--- src/rtl/map_table_access_ctrl.sv ---
// -----------------------------------------------------------------------------
// map_table_access_ctrl
//
// Purpose:
//   Arbitrates the single-port 32 x 131 packet map table RAM between the
//   lookup engine and the host configuration port.
//
//   The lookup engine issues back-to-back reads and cannot be stalled
//   mid-burst. It is therefore gated by o_lookup_ready before a burst starts.
//   While a burst runs, its strobe and address pass straight through to the
//   RAM with no added latency.
//
//   Configuration accesses are single read/write requests. They are held
//   until a one-cycle ack, and they are serialised through a small FSM.
//   Every ack is followed by one GUARD cycle in which config requests are
//   ignored. This guarantees that the lookup engine always gets a window to
//   start, even under back-to-back config traffic.
//
// Optional feature (macro MAP_TABLE_INIT_CLEAR_EN):
//   When defined, the table is cleared after reset. Zero is written to
//   addresses 0..31 over 32 consecutive cycles, and o_init_done rises on the
//   33rd cycle after reset release.
//   When undefined, the controller starts in IDLE_S, o_init_done is 1 from
//   reset, and RAM contents are left untouched.
//
// Ports:
//   i_clk, i_rst        clock; asynchronous active-high reset
//   o_lookup_ready      lookup may start/continue issuing reads (combinational)
//   i_lookup_rd         lookup read strobe
//   iv_lookup_raddr     lookup read address
//   ov_lookup_rdata     RAM read data passed through to the lookup engine
//   i_cfg_req           config request, held until o_cfg_ack
//   i_cfg_wr            1 = write, 0 = read (valid with i_cfg_req)
//   iv_cfg_addr         config address
//   iv_cfg_wdata        config write data
//   o_cfg_ack           one-cycle completion pulse
//   ov_cfg_rdata        config read result (valid with ack, held until next read)
//   o_ram_rd, o_ram_wr  RAM strobes
//   ov_ram_addr         RAM address
//   ov_ram_wdata        RAM write data
//   iv_ram_rdata        RAM read data, valid two cycles after o_ram_rd
//   o_init_done         table is usable
//   o_rd_err            sticky: lookup read seen while o_lookup_ready was low
// -----------------------------------------------------------------------------
module map_table_access_ctrl (
  input  logic         i_clk,
  input  logic         i_rst,
  output logic         o_lookup_ready,
  input  logic         i_lookup_rd,
  input  logic [4:0]   iv_lookup_raddr,
  output logic [130:0] ov_lookup_rdata,
  input  logic         i_cfg_req,
  input  logic         i_cfg_wr,
  input  logic [4:0]   iv_cfg_addr,
  input  logic [130:0] iv_cfg_wdata,
  output logic         o_cfg_ack,
  output logic [130:0] ov_cfg_rdata,
  output logic         o_ram_rd,
  output logic         o_ram_wr,
  output logic [4:0]   ov_ram_addr,
  output logic [130:0] ov_ram_wdata,
  input  logic [130:0] iv_ram_rdata,
  output logic         o_init_done,
  output logic         o_rd_err
);

  localparam int unsigned ADDR_W = 5;
  localparam int unsigned DATA_W = 131;

  typedef enum logic [2:0] {
    INIT_S    = 3'd0,
    IDLE_S    = 3'd1,
    LOOKUP_S  = 3'd2,
    CFG_WR_S  = 3'd3,
    CFG_RD_S  = 3'd4,
    CFG_ACK_S = 3'd5,
    GUARD_S   = 3'd6
  } state_e;

`ifdef MAP_TABLE_INIT_CLEAR_EN
  localparam state_e RST_STATE     = INIT_S;
  localparam logic   INIT_DONE_RST = 1'b0;
`else
  localparam state_e RST_STATE     = IDLE_S;
  localparam logic   INIT_DONE_RST = 1'b1;
`endif

  // FSM state and registered outputs
  state_e              state_q,       state_d;
  logic                ram_wr_q,      ram_wr_d;     // config / init write strobe
  logic                ram_rd_q,      ram_rd_d;     // config read strobe
  logic [ADDR_W-1:0]   ram_addr_q,    ram_addr_d;   // latched config / init address
  logic [DATA_W-1:0]   ram_wdata_q,   ram_wdata_d;  // latched config / init data
  logic                cfg_ack_q,     cfg_ack_d;
  logic [DATA_W-1:0]   cfg_rdata_q,   cfg_rdata_d;
  logic [1:0]          rd_cnt_q,      rd_cnt_d;     // config read latency counter
  logic                init_done_q,   init_done_d;
  logic                rd_err_q,      rd_err_d;
`ifdef MAP_TABLE_INIT_CLEAR_EN
  logic [ADDR_W:0]     init_cnt_q,    init_cnt_d;   // MSB set once all entries are cleared
`endif

  // Combinational helpers
  logic lookup_ready_s;
  logic lookup_grant_s;
  logic rd_viol_s;
  logic cfg_drive_s;

  // Ready: open in IDLE only while no config request is pending, always
  // open in LOOKUP (burst in progress) and GUARD (anti-starvation window).
  always_comb begin
    lookup_ready_s = 1'b0;
    case (state_q)
      IDLE_S:            lookup_ready_s = ~i_cfg_req;
      LOOKUP_S, GUARD_S: lookup_ready_s = 1'b1;
      default:           lookup_ready_s = 1'b0;
    endcase
  end

  assign lookup_grant_s = i_lookup_rd & lookup_ready_s;
  assign rd_viol_s      = i_lookup_rd & ~lookup_ready_s;
  // The registered config/init strobes own the RAM address bus while active.
  assign cfg_drive_s    = ram_wr_q | ram_rd_q;

  assign o_lookup_ready  = lookup_ready_s;
  assign o_ram_rd        = lookup_grant_s | ram_rd_q;
  assign o_ram_wr        = ram_wr_q;
  assign ov_ram_addr     = cfg_drive_s ? ram_addr_q : iv_lookup_raddr;
  assign ov_ram_wdata    = ram_wdata_q;
  assign ov_lookup_rdata = iv_ram_rdata;
  assign o_cfg_ack       = cfg_ack_q;
  assign ov_cfg_rdata    = cfg_rdata_q;
  assign o_init_done     = init_done_q;
  assign o_rd_err        = rd_err_q;

  // Next-state and next-output logic for the access FSM
  always_comb begin
    state_d     = state_q;
    ram_wr_d    = 1'b0;
    ram_rd_d    = 1'b0;
    ram_addr_d  = ram_addr_q;
    ram_wdata_d = ram_wdata_q;
    cfg_ack_d   = 1'b0;
    cfg_rdata_d = cfg_rdata_q;
    rd_cnt_d    = rd_cnt_q;
    init_done_d = init_done_q;
    rd_err_d    = rd_err_q | rd_viol_s;
`ifdef MAP_TABLE_INIT_CLEAR_EN
    init_cnt_d  = init_cnt_q;
`endif

    case (state_q)
      INIT_S: begin
`ifdef MAP_TABLE_INIT_CLEAR_EN
        if (init_cnt_q[ADDR_W] == 1'b0) begin
          ram_wr_d    = 1'b1;
          ram_addr_d  = init_cnt_q[ADDR_W-1:0];
          ram_wdata_d = {DATA_W{1'b0}};
          init_cnt_d  = init_cnt_q + 6'd1;
        end else begin
          state_d     = IDLE_S;
          init_done_d = 1'b1;
        end
`else
        state_d     = IDLE_S;
        init_done_d = 1'b1;
`endif
      end

      IDLE_S: begin
        if (lookup_grant_s) begin
          state_d = LOOKUP_S;
        end else if (i_cfg_req) begin
          ram_addr_d = iv_cfg_addr;
          rd_cnt_d   = 2'd0;
          if (i_cfg_wr) begin
            state_d     = CFG_WR_S;
            ram_wr_d    = 1'b1;
            ram_wdata_d = iv_cfg_wdata;
          end else begin
            state_d  = CFG_RD_S;
            ram_rd_d = 1'b1;
          end
        end else begin
          state_d = IDLE_S;
        end
      end

      LOOKUP_S: begin
        if (i_lookup_rd) begin
          state_d = LOOKUP_S;
        end else begin
          state_d = IDLE_S;
        end
      end

      CFG_WR_S: begin
        state_d   = CFG_ACK_S;
        cfg_ack_d = 1'b1;
      end

      // The read strobe was issued on the first cycle in this state; the
      // RAM data arrives two cycles later, i.e. on the third cycle here.
      CFG_RD_S: begin
        if (rd_cnt_q == 2'd2) begin
          cfg_rdata_d = iv_ram_rdata;
          cfg_ack_d   = 1'b1;
          state_d     = CFG_ACK_S;
        end else begin
          rd_cnt_d = rd_cnt_q + 2'd1;
        end
      end

      CFG_ACK_S: begin
        state_d = GUARD_S;
      end

      GUARD_S: begin
        if (lookup_grant_s) begin
          state_d = LOOKUP_S;
        end else begin
          state_d = IDLE_S;
        end
      end

      default: begin
        state_d = RST_STATE;
      end
    endcase
  end

  // State and output registers; reset aborts any in-flight config access
  always_ff @(posedge i_clk or posedge i_rst) begin
    if (i_rst) begin
      state_q     <= RST_STATE;
      ram_wr_q    <= 1'b0;
      ram_rd_q    <= 1'b0;
      ram_addr_q  <= {ADDR_W{1'b0}};
      ram_wdata_q <= {DATA_W{1'b0}};
      cfg_ack_q   <= 1'b0;
      cfg_rdata_q <= {DATA_W{1'b0}};
      rd_cnt_q    <= 2'd0;
      init_done_q <= INIT_DONE_RST;
      rd_err_q    <= 1'b0;
`ifdef MAP_TABLE_INIT_CLEAR_EN
      init_cnt_q  <= {(ADDR_W+1){1'b0}};
`endif
    end else begin
      state_q     <= state_d;
      ram_wr_q    <= ram_wr_d;
      ram_rd_q    <= ram_rd_d;
      ram_addr_q  <= ram_addr_d;
      ram_wdata_q <= ram_wdata_d;
      cfg_ack_q   <= cfg_ack_d;
      cfg_rdata_q <= cfg_rdata_d;
      rd_cnt_q    <= rd_cnt_d;
      init_done_q <= init_done_d;
      rd_err_q    <= rd_err_d;
`ifdef MAP_TABLE_INIT_CLEAR_EN
      init_cnt_q  <= init_cnt_d;
`endif
    end
  end

endmodule

--- config.mk ---
export PLATFORM = sky130hd
export DESIGN_NAME = map_table_access_ctrl
export DESIGN_NICKNAME = d
export VERILOG_FILES = /design/src/rtl/map_table_access_ctrl.sv
export SDC_FILE = /design/constraint.sdc
export NUM_CORES = 1
export LEC_CHECK = 0
export BUFFER_PORTS_ARGS = -buffer_cell sky130_fd_sc_hd__buf_2
export CAP_MARGIN = 20
export CORE_AREA = 4 4 263 265
export CTS_CLUSTER_SIZE = 12
export DETAILED_ROUTE_END_ITERATION = 7
export DIE_AREA = 0 0 267 269
export MAX_ROUTING_LAYER = met4
export SYNTH_ARGS = -nofsm -noshare
export SYNTH_HDL_FRONTEND = slang
export SYNTH_SLANG_ARGS = --single-unit
--- constraint.sdc ---
create_clock -name i_clk -period 26.2 [get_ports i_clk]
set_clock_uncertainty 0.2 [all_clocks]
set_input_delay 3.93 -clock i_clk [delete_from_list [all_inputs] [get_ports i_clk]]
set_output_delay 3.93 -clock i_clk [all_outputs]
set_load 0.01 [all_outputs]
Word level (Yosys, flattened, before mapping)

Index checks and enable logic that the tools add are counted.

Bits in registers: 276
Input port bits: 277
Output and inout bits: 404
Logic and storage cells: 58

Add/sub/neg operators: 1
Equal/unequal tests: 11
Multiplexer cells: 23
Bitwise gates (word level): 8
Reductions and logical operators: 6

Operators with widths:

| cell                                                                  | number |
|---|---|
| 3-bit one-hot mux with 6 select lines                                 | 1 |
| 3-bit 2-to-1 mux                                                      | 4 |
| 2-bit 2-to-1 mux                                                      | 5 |
| 3-bit equality test, second input constant                            | 3 |
| 1-bit 2-to-1 mux                                                      | 9 |
| 2-bit != test, second input constant                                  | 4 |
| 4-bit AND reduction                                                   | 2 |
| 3-bit by 2-bit equality test with 1-bit output, second input constant | 2 |
| 5-bit 2-to-1 mux                                                      | 1 |
| 1-bit one-hot mux with 2 select lines                                 | 2 |
| 2-bit one-hot mux with 2 select lines                                 | 1 |
| 3-bit by 1-bit equality test with 1-bit output, second input constant | 1 |
| 1-bit NOT                                                             | 3 |
| 1-bit OR                                                              | 3 |
| 3-bit AND reduction                                                   | 1 |
| 2-bit by 1-bit adder with 2-bit output, second input constant         | 1 |
| 1-bit AND                                                             | 2 |
| 2-bit equality test, second input constant                            | 1 |
| 2-bit AND reduction                                                   | 1 |
| 2-bit nonzero test                                                    | 1 |
| 2-bit OR reduction                                                    | 1 |

Depth between registers and ports, before layout

Gate-level depths: netlist (run 1).

Word-level depth: 6
Gate-level depth with buffers: 7
Gate-level depth less buffers: 5

Worst setup path before layout (run 1)

Ideal clock, no wire load.

Path kind: input to output
Start point: input i_cfg_req
End point: output o_ram_rd
Arrival: 4628 ps
Required time: 22070 ps
Slack: 17442 ps
Cell stages on the path: 2
Path buffers: 0
Cell sequence: o31ai_1 > a21o_1

Cells in the longest elaborated chain, start to end: 4

RTL lines:

| what                                  | line | text |
|---|---|---|
| start, declared                       | 52   | `input logic i_cfg_req,` |
| 1-bit NOT                             | 114  | `IDLE_S: lookup_ready_s = ~i_cfg_req;` |
| 1-bit one-hot mux with 2 select lines | 113  | `case (state_q)` |
| 1-bit AND                             | 120  | `assign lookup_grant_s = i_lookup_rd & lookup_ready_s;` |
| 1-bit OR                              | 126  | `assign o_ram_rd = lookup_grant_s \| ram_rd_q;` |
| end, declared                         | 58   | `output logic o_ram_rd,` |

Every way passes these cells.

Final worst setup path (run 1)

Same ends and word-level chain as after synthesis.

==> flow_summary_export.csv, run 1 <==
group,metric,value,unit
layout,layout-drive-gt1-share,0.762,
layout,area_growth,37.6,%
floorplanning,dieArea,71800,sq um
power_and_ir_drop,power.density,113,nW/um^2
clock_network,cts.clk_slew.worst_paths,0.06,ns
layout,regArea,6910,sq um
yosys,synthAdderAreaFrac,0.00110,
sta,rsz0062_at_grt,"no",
grt,overflow,0,
floorplanning,placementRows,95,
yosys,yosys.cell_types.count,29,
worst_setup_path,crit_path_start_kind,"primary input",
sta,slew_headroom,0.320,
clock_network,cts_setup_buffers,0,
floorplanning,ioPinCount,681,
sta,holdWs,0.288,ns
detailed_routing,m1WireLength,12500,um
clock_network,clkSinkCount,276,
yosys,synth_seq_cells,276,
yosys,syn_avg_cell_area,15.3,sq um
grt,grt_pass1_wl,49100,um
placement,gp_congestion,0.763,
sta,slew_violations,0,
sta,setup_violations,0,
yosys,synth_top_area_cell,"dfrtp_1",
placement,hpwl,27300,um
clock_network,h-tree-depth,1,
clock_network,cts_resized,0,
yosys,synth_most_common_cell,"dfrtp_1",
layout,fillCellCount,7131,
detailed_routing,ant_nets,0,
clock_network,numCtsBuffers,30,
power_and_ir_drop,p_leak,7.95,nW
yosys,async_flop_share,1.00,
yosys,synthFlopType,"dfrtp_1",
grt,track_usage,0.0895,
clock_network,cts_tree,"built",
grt,grt_pass1_vias,8356,
detailed_routing,drtPass1Iterations,6,
detailed_routing,drtIter0Drc,161,
sta,period_share,0.341,
yosys,synthMuxAreaShare,0.269,
yosys,synth_common_cells,"275 x dfrtp_1, 272 x mux2_2, 140 x buf_4",
yosys,netlist_top_cells_area,"dfrtp_1 60%, mux2_2 27%, buf_4 9.2%",
yosys,syn-num-nets,1022,
clock_network,clock_latency,0.56,ns
placement,portBuffers,679,
grt,grt_max_degree,80,
clock_network,cts_hold_buf,0,
floorplanning,core,66800,sq um
detailed_routing,wl_per_cell,15.9,um
worst_setup_path,crit_path_end_kind,"primary output",
floorplanning,die_w,267,um
sta,tightestPinTransition,1.02,ns
yosys,synthesis.yosys.warnings,0,
flow_run,maxCapViolations,0,
yosys,syn_inst,744,
layout,final_util,0.235,
power_and_ir_drop,ir_drop,52.3,uV
yosys,netlist.area_leader.share,0.603,
worst_setup_path,critPathKind,"primary input to primary output",
yosys,yosysSeqAreaShare,0.605,
layout,multiInputGateArea,3290,sq um
detailed_routing,wl_met3,3120,um
yosys,synth-edff-count,0,
worst_setup_path,path_max_fanout,7,
hold_path,hp-class,"flip-flop to flip-flop",
sta,fmax,112,MHz
worst_setup_path,critPathRequiredTime,22.07,ns
clock_network,cts_root_buffer,"clkbuf_16",
sta,fin_crit,8.94,ns
detailed_routing,vias_per_cell,3.58,
yosys,synthXorXnorAreaFrac,0,
floorplanning,initial_core_util,0.171,
detailed_routing,top_layer,"met4",
sta,setup_ws,17.26,ns
sta,hold_viol,0,
run_status,status,"finished, final reports clean",
detailed_routing,wirelength,34800,um
placement,dp_worst_setup_slack,17.27,ns
detailed_routing,drc_errors,0,
floorplanning,fp.dieH,269,um
yosys,synth_area,11400,sq um
grt,antenna_found_initial,0,
yosys,synth_top_family_by_area,"multiplexers",
clock_network,ctsLongestPathBuffers,3,
layout,finalNetCount,1579,
yosys,synth_simple_gate_area_frac,0.0104,
detailed_routing,met2RoutedLength,18100,um
detailed_routing,route.vias.total,7868,
yosys,synth-compound-area-share,0.00647,
sta,fin_tns_setup,0,ns
worst_setup_path,cp.arrival,4.81,ns
[where the power goes]
group | switching, W | total (W) | internal [W]
sequential | 0.000108 | 0.000736 | 0.000628
combinational | 0.000305 | 0.000630 | 0.000325
clock | 0.000166 | 0.000401 | 0.000235
total | 0.000580 | 0.00177 | 0.00119
[metrics by stage]
stage / std cells / area, sq um / power [W]
after floorplan: 744 / 11400 / 0.00108
after global placement: 2141 / 14800 / 0.00136
after detailed placement: 2141 / 14800 / 0.00138
after CTS: 2193 / 15700 / 0.00180
after global routing: 2194 / 15700 / 0.00188
final: 2195 / 15700 / 0.00177
[cell usage in the layout (no fill, tap or decap), drive strengths merged]
cell type  instances
a21o               1
a21oi              1
buf              686
clkbuf            50
clkinv             2
clkinvlp           1
conb               1
dfrtp            275
dfstp              1
diode              1
ha                 1
inv                3
mux2             272
mux2i              1
nand2              3
nand2b             2
nand3b             2
nor2               1
nor2b              3
nor3               3
nor4bb             1
o211a              1
o21ai              4
o21bai             2
o2bb2ai            1
o31ai              1
or2                1
or4b               1
[cell families after synthesis]
| family | Yosys count |
|---|---|
| adder cells (fa/ha/maj) | 1 |
| AND/OR/NAND/NOR | 17 |
| buffers and inverters | 165 |
| AO/OA/AOI/OAI | 11 |
| flip-flops | 276 |
| other | 1 |
| multiplexers | 273 |
[final cells by class]
| type | instances | area share |
|---|---|---|
| flip-flops and latches | 276 | 0.440 |
| repair buffers | 687 | 0.220 |
| multi-input cells | 303 | 0.210 |
| well taps | 873 | 0.0695 |
| clock buffers | 49 | 0.0581 |
| clock inverters | 3 | 0.00135 |
| inverters | 3 | 0.00119 |
| diodes | 1 | 0.000159 |
[flip-flops by register name (all words and copies together) (netlist names)]
register      flops
state_q           3
ram_rd_q          1
rd_cnt_q          2
ov_cfg_rdata    131
ov_ram_wdata    131
o_ram_wr          1
ram_addr_q        5
o_cfg_ack         1
o_rd_err          1
[critical path, stage by stage]
cell and delay (ns):
buf_2 0.13, o31ai_1 0.43, a21o_1 0.18, buf_2 0.13
[per-layer routing]
layer / track usage / vias to the layer above
li1: - / 3532
met1: 0.0943 / 3862
met2: 0.161 / 423
met3: 0.0267 / 51
met4: 0.0306 / 0
met5: - / -
[path summary, 6_finish.rpt]
check                                       start                             to  slack (ns)  cells after the start
hold reg to reg                o_rd_err$_DFF_PP0_             o_rd_err$_DFF_PP0_        0.29                      1
hold / removal                 o_rd_err$_DFF_PP0_             o_rd_err$_DFF_PP0_        0.29                      1
max in group asynchronous                   i_rst   ov_cfg_rdata[78]$_DFFE_PP0P_       20.45                      4
setup / recovery                        i_cfg_req                       o_ram_rd       17.26                      4
min in group asynchronous                   i_rst   ov_ram_wdata[59]$_DFFE_PP0P_        3.19                      2
setup reg to reg           state_q[2]$_DFFE_PP0P_  ov_cfg_rdata[125]$_DFFE_PP0P_       23.03                      5
Power figures use the tool's default switching activity.
==> inputs of run 2 (changes only) <==
--- a/config.mk
+++ b/config.mk
@@ -7,10 +7,10 @@
 export LEC_CHECK = 0
 export BUFFER_PORTS_ARGS = -buffer_cell sky130_fd_sc_hd__buf_2
 export CAP_MARGIN = 20
-export CORE_AREA = 4 4 263 265
+export CORE_AREA = 4 4 264 266
 export CTS_CLUSTER_SIZE = 12
 export DETAILED_ROUTE_END_ITERATION = 7
-export DIE_AREA = 0 0 267 269
+export DIE_AREA = 0 0 268 270
 export MAX_ROUTING_LAYER = met4
 export SYNTH_ARGS = -nofsm -noshare
 export SYNTH_HDL_FRONTEND = slang
==> constraint.sdc (replaced) <==
create_clock -name i_clk -period 8.3 [get_ports i_clk]
set_clock_uncertainty 0.2 [all_clocks]
set_input_delay 1.245 -clock i_clk [delete_from_list [all_inputs] [get_ports i_clk]]
set_output_delay 1.245 -clock i_clk [all_outputs]
set_load 0.01 [all_outputs]
==> run 2 against run 1 <==
Register-to-register slack got worse by 18 ns. Power rose to 3.2 times the previous value. Global-route usage fell by 0.16 points. Critical endpoint unchanged. Via count rose by 0.23%. Setup slack got worse by 13 ns. Sequential share of layout area fell by 0.12 points. Critical path depth did not move.
==> flow_summary_export.csv, run 2 (synthesis results as in run 1) <==
group,metric,value,unit
run_status,status,"finished, final reports clean",
worst_setup_path,crit_path_start_kind,"primary input",
floorplanning,core,67000,sq um
worst_setup_path,crit_path_end_kind,"primary output",
grt,grt_pass1_vias,8465,
clock_network,numCtsBuffers,30,
floorplanning,fp.dieH,270,um
sta,slew_violations,0,
layout,layout-drive-gt1-share,0.767,
sta,setup_violations,0,
power_and_ir_drop,p_leak,7.97,nW
sta,tightestPinTransition,0.955,ns
placement,dp_cells,2141,
power_and_ir_drop,p_comb_frac,0.355,
power_and_ir_drop,seq_power_share,0.414,
detailed_routing,drc_errors,0,
placement,portBuffers,679,
floorplanning,placementRows,95,
grt,antenna_found_initial,4,
power_and_ir_drop,pwr-share-clk,0.231,
sta,slew_headroom,0.364,
clock_network,cts_root_buffer,"clkbuf_16",
layout,area_growth,38.0,%
floorplanning,initial_core_util,0.170,
floorplanning,ioPinCount,681,
grt,grt_pass1_wl,49300,um
power_and_ir_drop,p_sw,0.00180,W
layout,mostFrequentLayoutCells,"679 x buf_2, 275 x dfrtp_1, 272 x mux2_2, 31 x clkbuf_16, 12 x clkbuf_8",
sta,hold_viol,0,
layout,fillCellCount,7154,
grt,grt_max_degree,138,
layout,final_cells,2193,
clock_network,clock_latency,0.56,ns
worst_setup_path,critPathRequiredTime,6.86,ns
sta,fmax,277,MHz
clock_network,h-tree-depth,1,
layout,multiInputGateArea,3290,sq um
sta,period_share,0.435,
detailed_routing,vias_per_cell,3.60,
detailed_routing,wirelength,33700,um
layout,regArea,6910,sq um
placement,hpwl,26900,um
clock_network,clkSinkCount,276,
clock_network,cts.clk_slew.worst_paths,0.06,ns
power_and_ir_drop,intPower,0.00378,W
detailed_routing,drtIter0Drc,168,
power_and_ir_drop,ir_drop,158,uV
clock_network,cts_resized,0,
floorplanning,die_w,268,um
layout,final_common_cell,"buf_2",
clock_network,cts_tree,"built",
hold_path,hp-class,"flip-flop to flip-flop",
grt,track_usage,0.0880,
detailed_routing,drtPass1Iterations,4,
sta,fin_tns_setup,0,ns
placement,gp_congestion,0.766,
detailed_routing,wl_per_cell,15.4,um
sta,rsz0062_at_grt,"no",
detailed_routing,route.vias.total,7886,
layout,finalNetCount,1579,
layout,finalInstanceArea,15800,sq um
sta,fin_crit,3.61,ns
floorplanning,dieArea,72400,sq um
clock_network,ctsLongestPathBuffers,3,
flow_run,maxCapViolations,0,
worst_setup_path,critPathKind,"primary input to primary output",
detailed_routing,ant_nets,0,
placement,dpl_cell_area,14800,sq um
worst_setup_path,cp.arrival,2.17,ns
clock_network,cts_hold_buf,0,
worst_setup_path,path_max_fanout,7,
power_and_ir_drop,p_sw_frac,0.323,
power_and_ir_drop,power.density,355,nW/um^2
grt,overflow,0,
clock_network,cts_setup_buffers,0,
-- run 2: worst paths after layout --
| check | startpoint | to | slack (ns) | cells past startpoint |
|---|---|---|---|---|
| hold / removal | o_rd_err$_DFF_PP0_ | o_rd_err$_DFF_PP0_ | 0.28 | 1 |
| setup reg to reg | state_q[0]$_DFFE_PP1P_ | ov_ram_wdata[16]$_DFFE_PP0P_ | 5.16 | 4 |
| max in group asynchronous | i_rst | ov_cfg_rdata[122]$_DFFE_PP0P_ | 5.62 | 4 |
| hold reg to reg | o_rd_err$_DFF_PP0_ | o_rd_err$_DFF_PP0_ | 0.28 | 1 |
| min in group asynchronous | i_rst | ov_ram_wdata[7]$_DFFE_PP0P_ | 0.76 | 3 |
| setup / recovery | i_cfg_req | o_ram_rd | 4.69 | 4 |
-- run 2: per-layer routing --
layer / track usage / part of all wire / vias to the layer above
li1: - / - / 3555
met1: 0.0906 / 0.36 / 3851
met2: 0.162 / 0.53 / 413
met3: 0.0191 / 0.077 / 67
met4: 0.0339 / 0.034 / 0
met5: - / 0 / -
-- run 2: power groups by stage --
stage	sequential (W)	combinational (W)	clock, W
4_1_cts	0.00232	0.00203	0.00135
2_1_floorplan	0.00260	0.000818	0
3_3_place_gp	0.00231	0.00198	0
5_1_grt	0.00240	0.00213	0.00140
6_report	0.00231	0.00198	0.00129
3_5_place_dp	0.00233	0.00203	0
-- run 2: critical path, cell delays in order --
cell and delay [ns]:
buf_2 0.14, o31ai_1 0.45, a21o_1 0.21, buf_2 0.13
-- run 2: per-stage QoR --
step	setup slack, ns	utilization	hold WS [ns]	power, W
after CTS	4.63	0.235	0.288	0.00570
after global routing	4.48	0.235	0.304	0.00593
after floorplan	3.20	-	0.258	0.00341
final	4.69	0.235	0.283	0.00559
after global placement	4.58	0.220	0.265	0.00429
after detailed placement	4.51	0.220	0.265	0.00436
-- run 2: layout make-up --
cell class,count,area share
flip-flops and latches,276,0.439
clock inverters,2,0.000635
inverters,3,0.000953
diodes,2,0.000318
multi-input cells,303,0.209
repair buffers,687,0.220
clock buffers,47,0.0607
well taps,873,0.0693
